## src/rtl/timer_pkg.sv

```systemverilog
// Shared types and constants for the MM:SS countdown timer: FSM states,
// anode patterns, BCD limits and the BCD clamp/decrement helpers.
package timer_pkg;

    typedef enum logic [1:0] {
        IDLE  = 2'd0,
        RUN   = 2'd1,
        PAUSE = 2'd2,
        DONE  = 2'd3
    } state_e;

    localparam logic [3:0] AN_SS_ONES = 4'b1110;
    localparam logic [3:0] AN_SS_TENS = 4'b1101;
    localparam logic [3:0] AN_MM_ONES = 4'b1011;
    localparam logic [3:0] AN_MM_TENS = 4'b0111;
    localparam logic [3:0] AN_BLANK   = 4'b1111;

    localparam logic [3:0] BCD_MAX_DIGIT    = 4'd9;
    localparam logic [3:0] BCD_MAX_SEC_TENS = 4'd5;

    // Clamp each nibble to a legal BCD digit; the tens nibble gets its own ceiling.
    function automatic logic [7:0] bcd_clamp(input logic [7:0] v, input logic [3:0] tens_max);
        logic [3:0] tens;
        logic [3:0] ones;
        tens = (v[7:4] > tens_max) ? tens_max : v[7:4];
        ones = (v[3:0] > BCD_MAX_DIGIT) ? BCD_MAX_DIGIT : v[3:0];
        return {tens, ones};
    endfunction

    function automatic logic [15:0] bcd_dec_mmss(input logic [7:0] mm, input logic [7:0] ss);
        logic [7:0] mm_n;
        logic [7:0] ss_n;
        mm_n = mm;
        ss_n = ss;
        if (ss[3:0] != 4'd0) begin
            ss_n[3:0] = ss[3:0] - 4'd1;
        end else if (ss[7:4] != 4'd0) begin
            ss_n = {ss[7:4] - 4'd1, BCD_MAX_DIGIT};
        end else begin
            ss_n = {BCD_MAX_SEC_TENS, BCD_MAX_DIGIT};
            if (mm[3:0] != 4'd0) begin
                mm_n[3:0] = mm[3:0] - 4'd1;
            end else begin
                mm_n = {mm[7:4] - 4'd1, BCD_MAX_DIGIT};
            end
        end
        return {mm_n, ss_n};
    endfunction

endpackage

```

## src/rtl/tick_gen.sv

```systemverilog
// Clock-enable prescaler: counts 0..DIV-1 while enabled and strobes tick
// for one cycle on the terminal count. clr restarts the count from zero.
module tick_gen #(
    parameter int DIV = 2
) (
    input  logic clk,
    input  logic rst_n,
    input  logic en,
    input  logic clr,
    output logic tick
);

    localparam int W = (DIV > 1) ? $clog2(DIV) : 1;
    localparam logic [W-1:0] TERM = W'(DIV - 1);

    logic [W-1:0] cnt_q;
    logic [W-1:0] cnt_d;

    always_comb begin
        cnt_d = cnt_q;
        if (clr) begin
            cnt_d = '0;
        end else if (en) begin
            cnt_d = (cnt_q == TERM) ? '0 : cnt_q + W'(1);
        end
    end

    always_ff @(posedge clk) begin
        if (!rst_n) begin
            cnt_q <= '0;
        end else begin
            cnt_q <= cnt_d;
        end
    end

    assign tick = en && (cnt_q == TERM);

endmodule

```

## src/rtl/timer_ctrl.sv

```systemverilog
// MM:SS countdown controller with IDLE/RUN/PAUSE/DONE sequencing and a
// 4-digit anode scan. Define TIMER_DONE_BLINK_EN to blink the display in DONE.
module timer_ctrl
    import timer_pkg::*;
#(
    parameter int CLK_HZ  = 100_000_000,
    parameter int TICK_HZ = 1,
    parameter int SCAN_HZ = 400
) (
    input  logic       clk,
    input  logic       rst_n,
    input  logic       start,
    input  logic       pause,
    input  logic       clear,
    input  logic       load,
    input  logic [7:0] load_mm,
    input  logic [7:0] load_ss,
    output logic [7:0] mm,
    output logic [7:0] ss,
    output logic [3:0] an,
    output logic [3:0] digit,
    output logic       running,
    output logic       done
);

    localparam int TICK_DIV = CLK_HZ / TICK_HZ;
    localparam int SCAN_DIV = CLK_HZ / SCAN_HZ;

    if (CLK_HZ % TICK_HZ != 0) begin : g_bad_tick_ratio
        $error("timer_ctrl: CLK_HZ must be an exact multiple of TICK_HZ");
    end
    if (CLK_HZ % SCAN_HZ != 0) begin : g_bad_scan_ratio
        $error("timer_ctrl: CLK_HZ must be an exact multiple of SCAN_HZ");
    end

    state_e     state_q, state_d;
    logic [7:0] mm_q, mm_d;
    logic [7:0] ss_q, ss_d;
    logic [1:0] idx_q, idx_d;
    logic [3:0] an_q, an_d;
    logic [3:0] digit_q, digit_d;
    logic       running_q, running_d;
    logic       done_q, done_d;
    logic       tick;
    logic       scan_tick;
    logic       tick_clr;
    logic [15:0] dec_val;
    logic [7:0] load_mm_clean;
    logic [7:0] load_ss_clean;
    logic       blank;

    assign dec_val       = bcd_dec_mmss(mm_q, ss_q);
    assign load_mm_clean = bcd_clamp(load_mm, BCD_MAX_DIGIT);
    assign load_ss_clean = bcd_clamp(load_ss, BCD_MAX_SEC_TENS);
    // Restart the countdown phase on every entry to RUN.
    assign tick_clr      = (state_d == RUN) && (state_q != RUN);

    tick_gen #(.DIV(TICK_DIV)) u_tick (
        .clk   (clk),
        .rst_n (rst_n),
        .en    (state_q == RUN),
        .clr   (tick_clr),
        .tick  (tick)
    );

    tick_gen #(.DIV(SCAN_DIV)) u_scan (
        .clk   (clk),
        .rst_n (rst_n),
        .en    (1'b1),
        .clr   (1'b0),
        .tick  (scan_tick)
    );

    always_comb begin
        state_d = state_q;
        mm_d    = mm_q;
        ss_d    = ss_q;
        case (state_q)
            IDLE: begin
                if (clear) begin
                    mm_d = 8'h00;
                    ss_d = 8'h00;
                end else if (load) begin
                    mm_d = load_mm_clean;
                    ss_d = load_ss_clean;
                end else if (start && ({mm_q, ss_q} != 16'h0000)) begin
                    state_d = RUN;
                end
            end
            RUN: begin
                if (clear) begin
                    state_d = IDLE;
                    mm_d    = 8'h00;
                    ss_d    = 8'h00;
                end else if (pause) begin
                    state_d = PAUSE;
                end else if (tick) begin
                    {mm_d, ss_d} = dec_val;
                    if (dec_val == 16'h0000) begin
                        state_d = DONE;
                    end
                end
            end
            PAUSE: begin
                if (clear) begin
                    state_d = IDLE;
                    mm_d    = 8'h00;
                    ss_d    = 8'h00;
                end else if (load) begin
                    state_d = IDLE;
                    mm_d    = load_mm_clean;
                    ss_d    = load_ss_clean;
                end else if (start) begin
                    state_d = RUN;
                end
            end
            DONE: begin
                if (clear) begin
                    state_d = IDLE;
                    mm_d    = 8'h00;
                    ss_d    = 8'h00;
                end else if (load) begin
                    state_d = IDLE;
                    mm_d    = load_mm_clean;
                    ss_d    = load_ss_clean;
                end
            end
            default: begin
                state_d = IDLE;
            end
        endcase
    end

`ifdef TIMER_DONE_BLINK_EN
    localparam int BLINK_DIV = TICK_DIV / 2;

    if (TICK_DIV % 2 != 0) begin : g_bad_blink_ratio
        $error("timer_ctrl: blink needs an even CLK_HZ/TICK_HZ ratio");
    end

    logic blink_q, blink_d;
    logic blink_tick;
    logic blink_clr;

    assign blink_clr = (state_d == DONE) && (state_q != DONE);

    tick_gen #(.DIV(BLINK_DIV)) u_blink (
        .clk   (clk),
        .rst_n (rst_n),
        .en    (state_q == DONE),
        .clr   (blink_clr),
        .tick  (blink_tick)
    );

    // Entry to DONE always starts in the visible half.
    always_comb begin
        blink_d = blink_q;
        if (blink_clr) begin
            blink_d = 1'b0;
        end else if (blink_tick) begin
            blink_d = ~blink_q;
        end
    end

    always_ff @(posedge clk) begin
        if (!rst_n) begin
            blink_q <= 1'b0;
        end else begin
            blink_q <= blink_d;
        end
    end

    assign blank = (state_d == DONE) && blink_d;
`else
    assign blank = 1'b0;
`endif

    // Anode and digit are built from next-cycle values so they stay aligned with mm/ss.
    always_comb begin
        idx_d     = scan_tick ? idx_q + 2'd1 : idx_q;
        an_d      = AN_SS_ONES;
        digit_d   = ss_d[3:0];
        running_d = (state_d == RUN);
        done_d    = (state_d == DONE);
        case (idx_d)
            2'd0: begin
                an_d    = AN_SS_ONES;
                digit_d = ss_d[3:0];
            end
            2'd1: begin
                an_d    = AN_SS_TENS;
                digit_d = ss_d[7:4];
            end
            2'd2: begin
                an_d    = AN_MM_ONES;
                digit_d = mm_d[3:0];
            end
            default: begin
                an_d    = AN_MM_TENS;
                digit_d = mm_d[7:4];
            end
        endcase
        if (blank) begin
            an_d = AN_BLANK;
        end
    end

    always_ff @(posedge clk) begin
        if (!rst_n) begin
            state_q   <= IDLE;
            mm_q      <= 8'h00;
            ss_q      <= 8'h00;
            idx_q     <= 2'd0;
            an_q      <= AN_SS_ONES;
            digit_q   <= 4'd0;
            running_q <= 1'b0;
            done_q    <= 1'b0;
        end else begin
            state_q   <= state_d;
            mm_q      <= mm_d;
            ss_q      <= ss_d;
            idx_q     <= idx_d;
            an_q      <= an_d;
            digit_q   <= digit_d;
            running_q <= running_d;
            done_q    <= done_d;
        end
    end

    assign mm      = mm_q;
    assign ss      = ss_q;
    assign an      = an_q;
    assign digit   = digit_q;
    assign running = running_q;
    assign done    = done_q;

endmodule

```

## config.mk

```make
export PLATFORM = sky130hd
export DESIGN_NAME = timer_ctrl
export DESIGN_NICKNAME = d
export VERILOG_FILES = /design/src/rtl/timer_pkg.sv /design/src/rtl/tick_gen.sv /design/src/rtl/timer_ctrl.sv
export SDC_FILE = /design/constraint.sdc
export NUM_CORES = 1
export LEC_CHECK = 0
export CAP_MARGIN = 20
export CORE_ASPECT_RATIO = 1.25
export CORE_UTILIZATION = 50
export DETAILED_ROUTE_END_ITERATION = 16
export PLACE_DENSITY_LB_ADDON = 0.08
export SYNTH_ARGS = -nofsm -noshare
export SYNTH_HDL_FRONTEND = slang
export SYNTH_SLANG_ARGS = --single-unit
```

## constraint.sdc

```tcl
create_clock -name clk -period 5.3 [get_ports clk]
set_input_delay 1.06 -clock clk [delete_from_list [all_inputs] [get_ports clk]]
set_output_delay 1.06 -clock clk [all_outputs]
set_load 0.02 [all_outputs]
```

# After elaboration in Yosys (flattened, before gate mapping)
# Index checks and enable logic that the tools add are counted.
[word_totals] out_inout_bits=26 ff_bits=75 in_bits=22
[op_classes] n_reduce_logical=13 add_sub_neg=7 n_lt_le_gt_ge=4 n_mux=40 n_eq_ne=10 bitwise_logic=1
[ops] op="8-bit 2-to-1 mux" count=13
[ops] op="4-bit 2-to-1 mux" count=8
[ops] op="8-bit case mux with 2 select lines" count=2
[ops] op="27-bit by 1-bit adder with 27-bit output (second input constant)" count=1
[ops] op="27-bit equality test (second input constant)" count=1
[ops] op="27-bit 2-to-1 mux" count=1
[ops] op="2-bit 2-to-1 mux" count=13
[ops] op="4-bit case mux with 3 select lines" count=2
[ops] op="18-bit by 1-bit adder with 18-bit output (second input constant)" count=1
[ops] op="18-bit equality test (second input constant)" count=1
[ops] op="16-bit zero test" count=1
[ops] op="16-bit nonzero test" count=1
[ops] op="4-bit by 1-bit subtractor with 4-bit output (second input constant)" count=4
[ops] op="4-bit greater-than comparator (second input constant)" count=3
[ops] op="4-bit nonzero test" count=3
[ops] op="2-bit equality test (second input constant)" count=4
[ops] op="2-bit case mux with 4 select lines" count=1
[ops] op="2-bit by 1-bit equality test with 1-bit output (second input constant)" count=3
[ops] op="4-bit by 3-bit greater-than comparator with 1-bit output (second input constant)" count=1
[ops] op="2-bit zero test" count=2
[ops] op="2-bit OR reduction" count=2
[ops] op="1-bit logical AND" count=3
[ops] op="3-bit OR reduction" count=1
[ops] op="2-bit by 1-bit adder with 2-bit output (second input constant)" count=1
[ops] op="other kinds (2)" count=2

# Logic depth before layout (Yosys ltp)
[depth] word_depth=13 ltp_mapped=9 mapped_depth_nobuf=8

# Modules after synthesis
# From an unflattened synthesis, not the netlist that was laid out.
[hier_totals] cells_unflattened=508 area_unflattened_um2=4355.4
[modules_own_cells] module="timer_ctrl" area_per_inst_um2=2015.7 instances=1 cells_per_inst=252
[modules_own_cells] module="tick_gen (u_tick)" area_per_inst_um2=1446.4 instances=1 cells_per_inst=159
[modules_own_cells] module="tick_gen (u_scan)" area_per_inst_um2=893.4 instances=1 cells_per_inst=97

# Worst setup path before layout
# OpenSTA, ideal clock, no wires.
[synth_path] kind="reg2reg" from="register u_tick.cnt_q[9]" to="register digit_q[2] (netlist: digit[2])" period_less_slack_ns=2.521 path_buffers=1 arrival_ns=2.399 setup_time_ns=0.122 stages_incl_launch_ff=9 path_slack_ns=2.779 path_cell_list="dfxtp_1 -> or4b_4 -> or2_0 -> buf_2 -> or4b_4 -> mux2_4 -> o2111ai_2 -> o31a_1 -> o22ai_1"
[synth_between] elab_chain_len=7 elab_cells_between_ends=11 classes_between="eq/ne: 1; mux: 9; reduce/logical: 1"
[synth_rtl] element="from (decl)" line="tick_gen.sv:16" text="logic [W-1:0] cnt_q;"
[synth_rtl] element="from (signal assigned)" line="tick_gen.sv:32" text="cnt_q <= cnt_d;"
[synth_rtl] element="27-bit equality test (*)" line="tick_gen.sv:36" text="assign tick = en && (cnt_q == TERM);"
[synth_rtl] element="1-bit logical AND (*)" line="tick_gen.sv:36"
[synth_rtl] element="8-bit 2-to-1 mux" line="timer_ctrl.sv:97" text="end else if (tick) begin"
[synth_rtl] element="8-bit 2-to-1 mux" line="timer_ctrl.sv:95" text="end else if (pause) begin"
[synth_rtl] element="8-bit 2-to-1 mux" line="timer_ctrl.sv:91" text="if (clear) begin"
[synth_rtl] element="8-bit case mux with 2 select lines" line="timer_ctrl.sv:78" text="case (state_q)"
[synth_rtl] element="4-bit case mux with 3 select lines (*)" line="timer_ctrl.sv:185" text="case (idx_d)"
[synth_rtl] element="to (signal assigned)" line="timer_ctrl.sv:224" text="digit_q <= digit_d;"
[synth_rtl] element="to (decl)" line="timer_ctrl.sv:41" text="logic [3:0] digit_q, digit_d;"
# Mark *: on every way between the ends. The rest lies on a longest branch, timed or not.
# A chain may end at the register's enable or synchronous reset.

# Final worst setup path
[layout_path] from="input load" to="register digit_q[0] (netlist: digit[0])"
[layout_between] elab_chain_len=4 elab_cells_between_ends=7 classes_between="mux: 7"
[layout_rtl] element="from (decl)" line="timer_ctrl.sv:15" text="input logic load,"
[layout_rtl] element="8-bit 2-to-1 mux" line="timer_ctrl.sv:83, timer_ctrl.sv:109, timer_ctrl.sv:122"
[layout_rtl] element="8-bit 2-to-1 mux, on equally long branches" line="timer_ctrl.sv:80, timer_ctrl.sv:105"
[layout_rtl] element="8-bit case mux with 2 select lines" line="timer_ctrl.sv:78"
[layout_rtl] element="4-bit case mux with 3 select lines (*)" line="timer_ctrl.sv:185"
# Marked as above.

==> flow_summary.json <==
{
  "fmax_ghz": 0.323,
  "clock_latency_ps": 350,
  "rr_startpoint": "u_tick.cnt_q[0]$_SDFFE_PP0P_",
  "area_delta_synth_final_pct": 19.1,
  "fin_area_um2": 4590,
  "layout-drive-gt1-share_pct": 5.62,
  "cts_sinks": 75,
  "num_vias": 3574,
  "path_cells": "clkdlybuf4s50_1 -> and2_1 -> a22oi_1 -> a211o_1 -> o31a_1 -> o22ai_1",
  "start_kind": "input pin",
  "post_dp_cell_area_um2": 4380,
  "vias_per_cell": 5.88,
  "power_frac_comb_pct": 10.9,
  "cts_resized": 0,
  "fin_crit_sh_pct": 58.5,
  "drtPass1Iterations": 5,
  "track_usage_pct": 27.0,
  "max_stage_delay_ps": 850,
  "seqPwrFrac_pct": 50.1,
  "synth_edf_count": 0,
  "grt_max_degree": 23,
  "io_buffer_count": 47,
  "gr-total-overflow": 0,
  "netlist_area_um2": 3860,
  "ir_worst_vdd_uv": 157,
  "htree_levels": 3,
  "worst_pin_slew_ps": 912,
  "die_y_um": 100,
  "timing.final.hold_violations": 0,
  "synth-main-ff-cell": "dfxtp_1",
  "utilization_pct": 62.1,
  "synth_cells": 467,
  "outcome": "finished clean",
  "die_area_um2": 8070,
  "crit_slowest_cell": "clkdlybuf4s50_1",
  "maxCapViolCount": 0,
  "syn_avg_cell_area_um2": 8.26,
  "crit_end": "digit[0]$_SDFF_PN0_",
  "finClkSkew_ps": 6.86,
  "dp_cells": 591,
  "clockBufferDepth": 2,
  "synth-async-reset-ratio_pct": 0,
  "ios": 48,
  "holdBufCountCts": 0,
  "p_leak_nw": 1.62,
  "synth-seq-area-share_pct": 38.9,
  "yosysWarnings": 0,
  "rows": 35,
  "start_util_pct": 52.1,
  "route.detailed.drc": 0,
  "drtIter0Drc": 251,
  "ff2ff_path_depth": 8,
  "yosysUniqueCellTypes": 57,
  "antenna_found_initial": 0,
  "core_region_area_um2": 7400,
  "grt_pass1_vias": 3384,
  "n_fill_cell": 668,
  "cts_tree": "built",
  "fin_hold_ws_ps": 444,
  "hpwl_mm": 7.48,
  "syn_nets": 493,
  "worstPathRequired_ps": 5570,
  "worstPathArrival_ps": 3370,
  "setup_slack_ps": 2200,
  "worstSetupPathType": "input pin to register",
  "p_int_uw": 857,
  "slew_headroom_pct": 39.0,
  "final.setup.tns_ps": 0,
  "cts_inserted_buffers": 9,
  "ant_nets": 0,
  "crit_fanout": 15,
  "wl_mm": 10.2,
  "finalPower_mw": 1.16,
  "grt_pass1_wl_mm": 16.5,
  "finalSetupViolCount": 0,
  "cp-startpoint": "load",
  "post-cts-setup-buffer-count": 0,
  "clkPwrFrac_pct": 39.0,
  "multi_input_area_um2": 2230,
  "seqCellArea_um2": 1500,
  "fp.dieW_um": 80.6,
  "wl_per_cell_um": 16.7,
  "switching_share_pct": 26.3,
  "r2r_end": "digit[1]$_SDFF_PN0_",
  "min-delay-start": "idx_q[1]$_SDFF_PN0_",
  "cts-root-buf": "clkbuf_8",
  "p_per_area_nw_per_um2": 253,
  "diodes": 0,
  "gp_congestion": 0.986,
  "min_period_ps": 3100,
  "synth_seq_cells": 75,
  "netSwitchingPower_uw": 306,
  "final_cell_count_no_fill": 608,
  "r2r_slack_ps": 2330,
  "rsz0062_at_grt": "false",
  "final_nets": 537,
  "dp_slack_ps": 1780,
  "end_kind": "register",
  "cts.clk_slew.worst_paths_ps": 80,
  "slew_viol_final": 0,
  "hold_path.class": "register to register"
}
==> power by group through the flow <==
stage	Combinational [mW]	Sequential [mW]	Clock (mW)
6_report	0.127	0.582	0.454
3_3_place_gp	0.124	0.595	0
2_1_floorplan	0.0690	0.598	0
5_1_grt	0.138	0.583	0.485
3_5_place_dp	0.125	0.595	0
4_1_cts	0.126	0.582	0.464
==> critical path: cells and delay by family <==
family,cells,cell delay [ps]
buf+inv,1,850
compound gates,4,880
simple gates,1,570
==> placed cells by master, fill, tap and decap left out, types with 5 or more instances in the layout <==
master and instances:
nor4_1 7, o21ai_0 15, nand4_1 13, nor2_1 76, or3_1 5, nand3_1 26, clkbuf_8 10, xnor2_1 26
and2_1 7, and3_1 13, inv_1 12, and4_1 6, a21oi_1 12, dfxtp_1 75, o211ai_1 5, clkdlybuf4s50_1 47
xor2_1 22, a31oi_1 7, nand2b_1 8, nor3_1 16, nand2_1 31
==> final cells by class <==
cell class                 instances  area share, %
sequential                        75           32.7
inverter                          13           1.06
tap                               92           2.51
clock inverter                     5           1.31
timing repair buffer              51           10.8
clock buffer                      11           3.08
multi-input combinational        361           48.5
==> worst min path at each step <==
stage	end	slack, ps	depth (start not counted)
floorplan	an[3]$_SDFF_PN1_	390	1
global placement	an[3]$_SDFF_PN1_	430	1
detailed placement	an[3]$_SDFF_PN1_	420	1
CTS	an[3]$_SDFF_PN1_	450	1
global route	an[3]$_SDFF_PN1_	480	1
finish	an[3]$_SDFF_PN1_	440	1
==> sequential cells by signal, summed over array words and instances (netlist names) <==
| name | flops |
|---|---|
| running | 1 |
| done | 1 |
| state_q | 2 |
| ss | 8 |
| mm | 8 |
| u_scan.cnt_q | 18 |
| idx_q | 2 |
| an | 4 |
| u_tick.cnt_q | 27 |
| digit | 4 |
==> kinds of logic (layout without fill, tap and decap cells) <==
kind of cell               count (synthesis)  after routing  share of synthesized area [%]
buffers and inverters                     31             80                           3.28
DFF                                       75             75                           38.9
adders and majority gates                  4              4                           1.30
and+or+nand+nor                          235            235                           32.0
AOI/OAI and AO/OA                         69             69                           12.1
xor gates and xnor gates                  48             48                           10.9
muxes                                      5              5                           1.46
==> layer usage <==
layer / wire length (um) / vias up / track usage (%)
met3: 441 / 34 / 4.45
met2: 4850 / 123 / 44.1
met1: 4370 / 1660 / 32.7
li1: - / 1757 / -
met5: 0 / - / 0
met4: 500 / 0 / 17.0
==> Yosys cell counts, types with 4 or more instances <==
| library cell | n | share of area (%) |
|---|---|---|
| and2_1 | 7 | 1.1 |
| ha_1 | 4 | 1.3 |
| buf_2 | 5 | 0.65 |
| a31oi_1 | 7 | 1.1 |
| a211oi_1 | 4 | 0.78 |
| inv_1 | 12 | 1.2 |
| and4_1 | 6 | 1.4 |
| nor3_1 | 16 | 2.1 |
| nand3b_1 | 4 | 0.78 |
| xor2_1 | 22 | 5.0 |
| nand2_1 | 31 | 3.0 |
| nand3_1 | 26 | 3.4 |
| nand2b_1 | 8 | 1.3 |
| a22oi_1 | 4 | 0.78 |
| or3_1 | 5 | 0.81 |
| nor4bb_1 | 4 | 1.0 |
| dfxtp_1 | 75 | 39 |
| clkbuf_1 | 12 | 1.2 |
| nand4_1 | 13 | 2.1 |
| o211ai_1 | 5 | 0.97 |
| o21ai_0 | 15 | 1.9 |
| xnor2_1 | 26 | 5.9 |
| nor2_1 | 76 | 7.4 |
| and3_1 | 13 | 2.1 |
| a21oi_1 | 12 | 1.6 |
| nor4_1 | 7 | 1.1 |
Power figures use the tool's default switching activity.
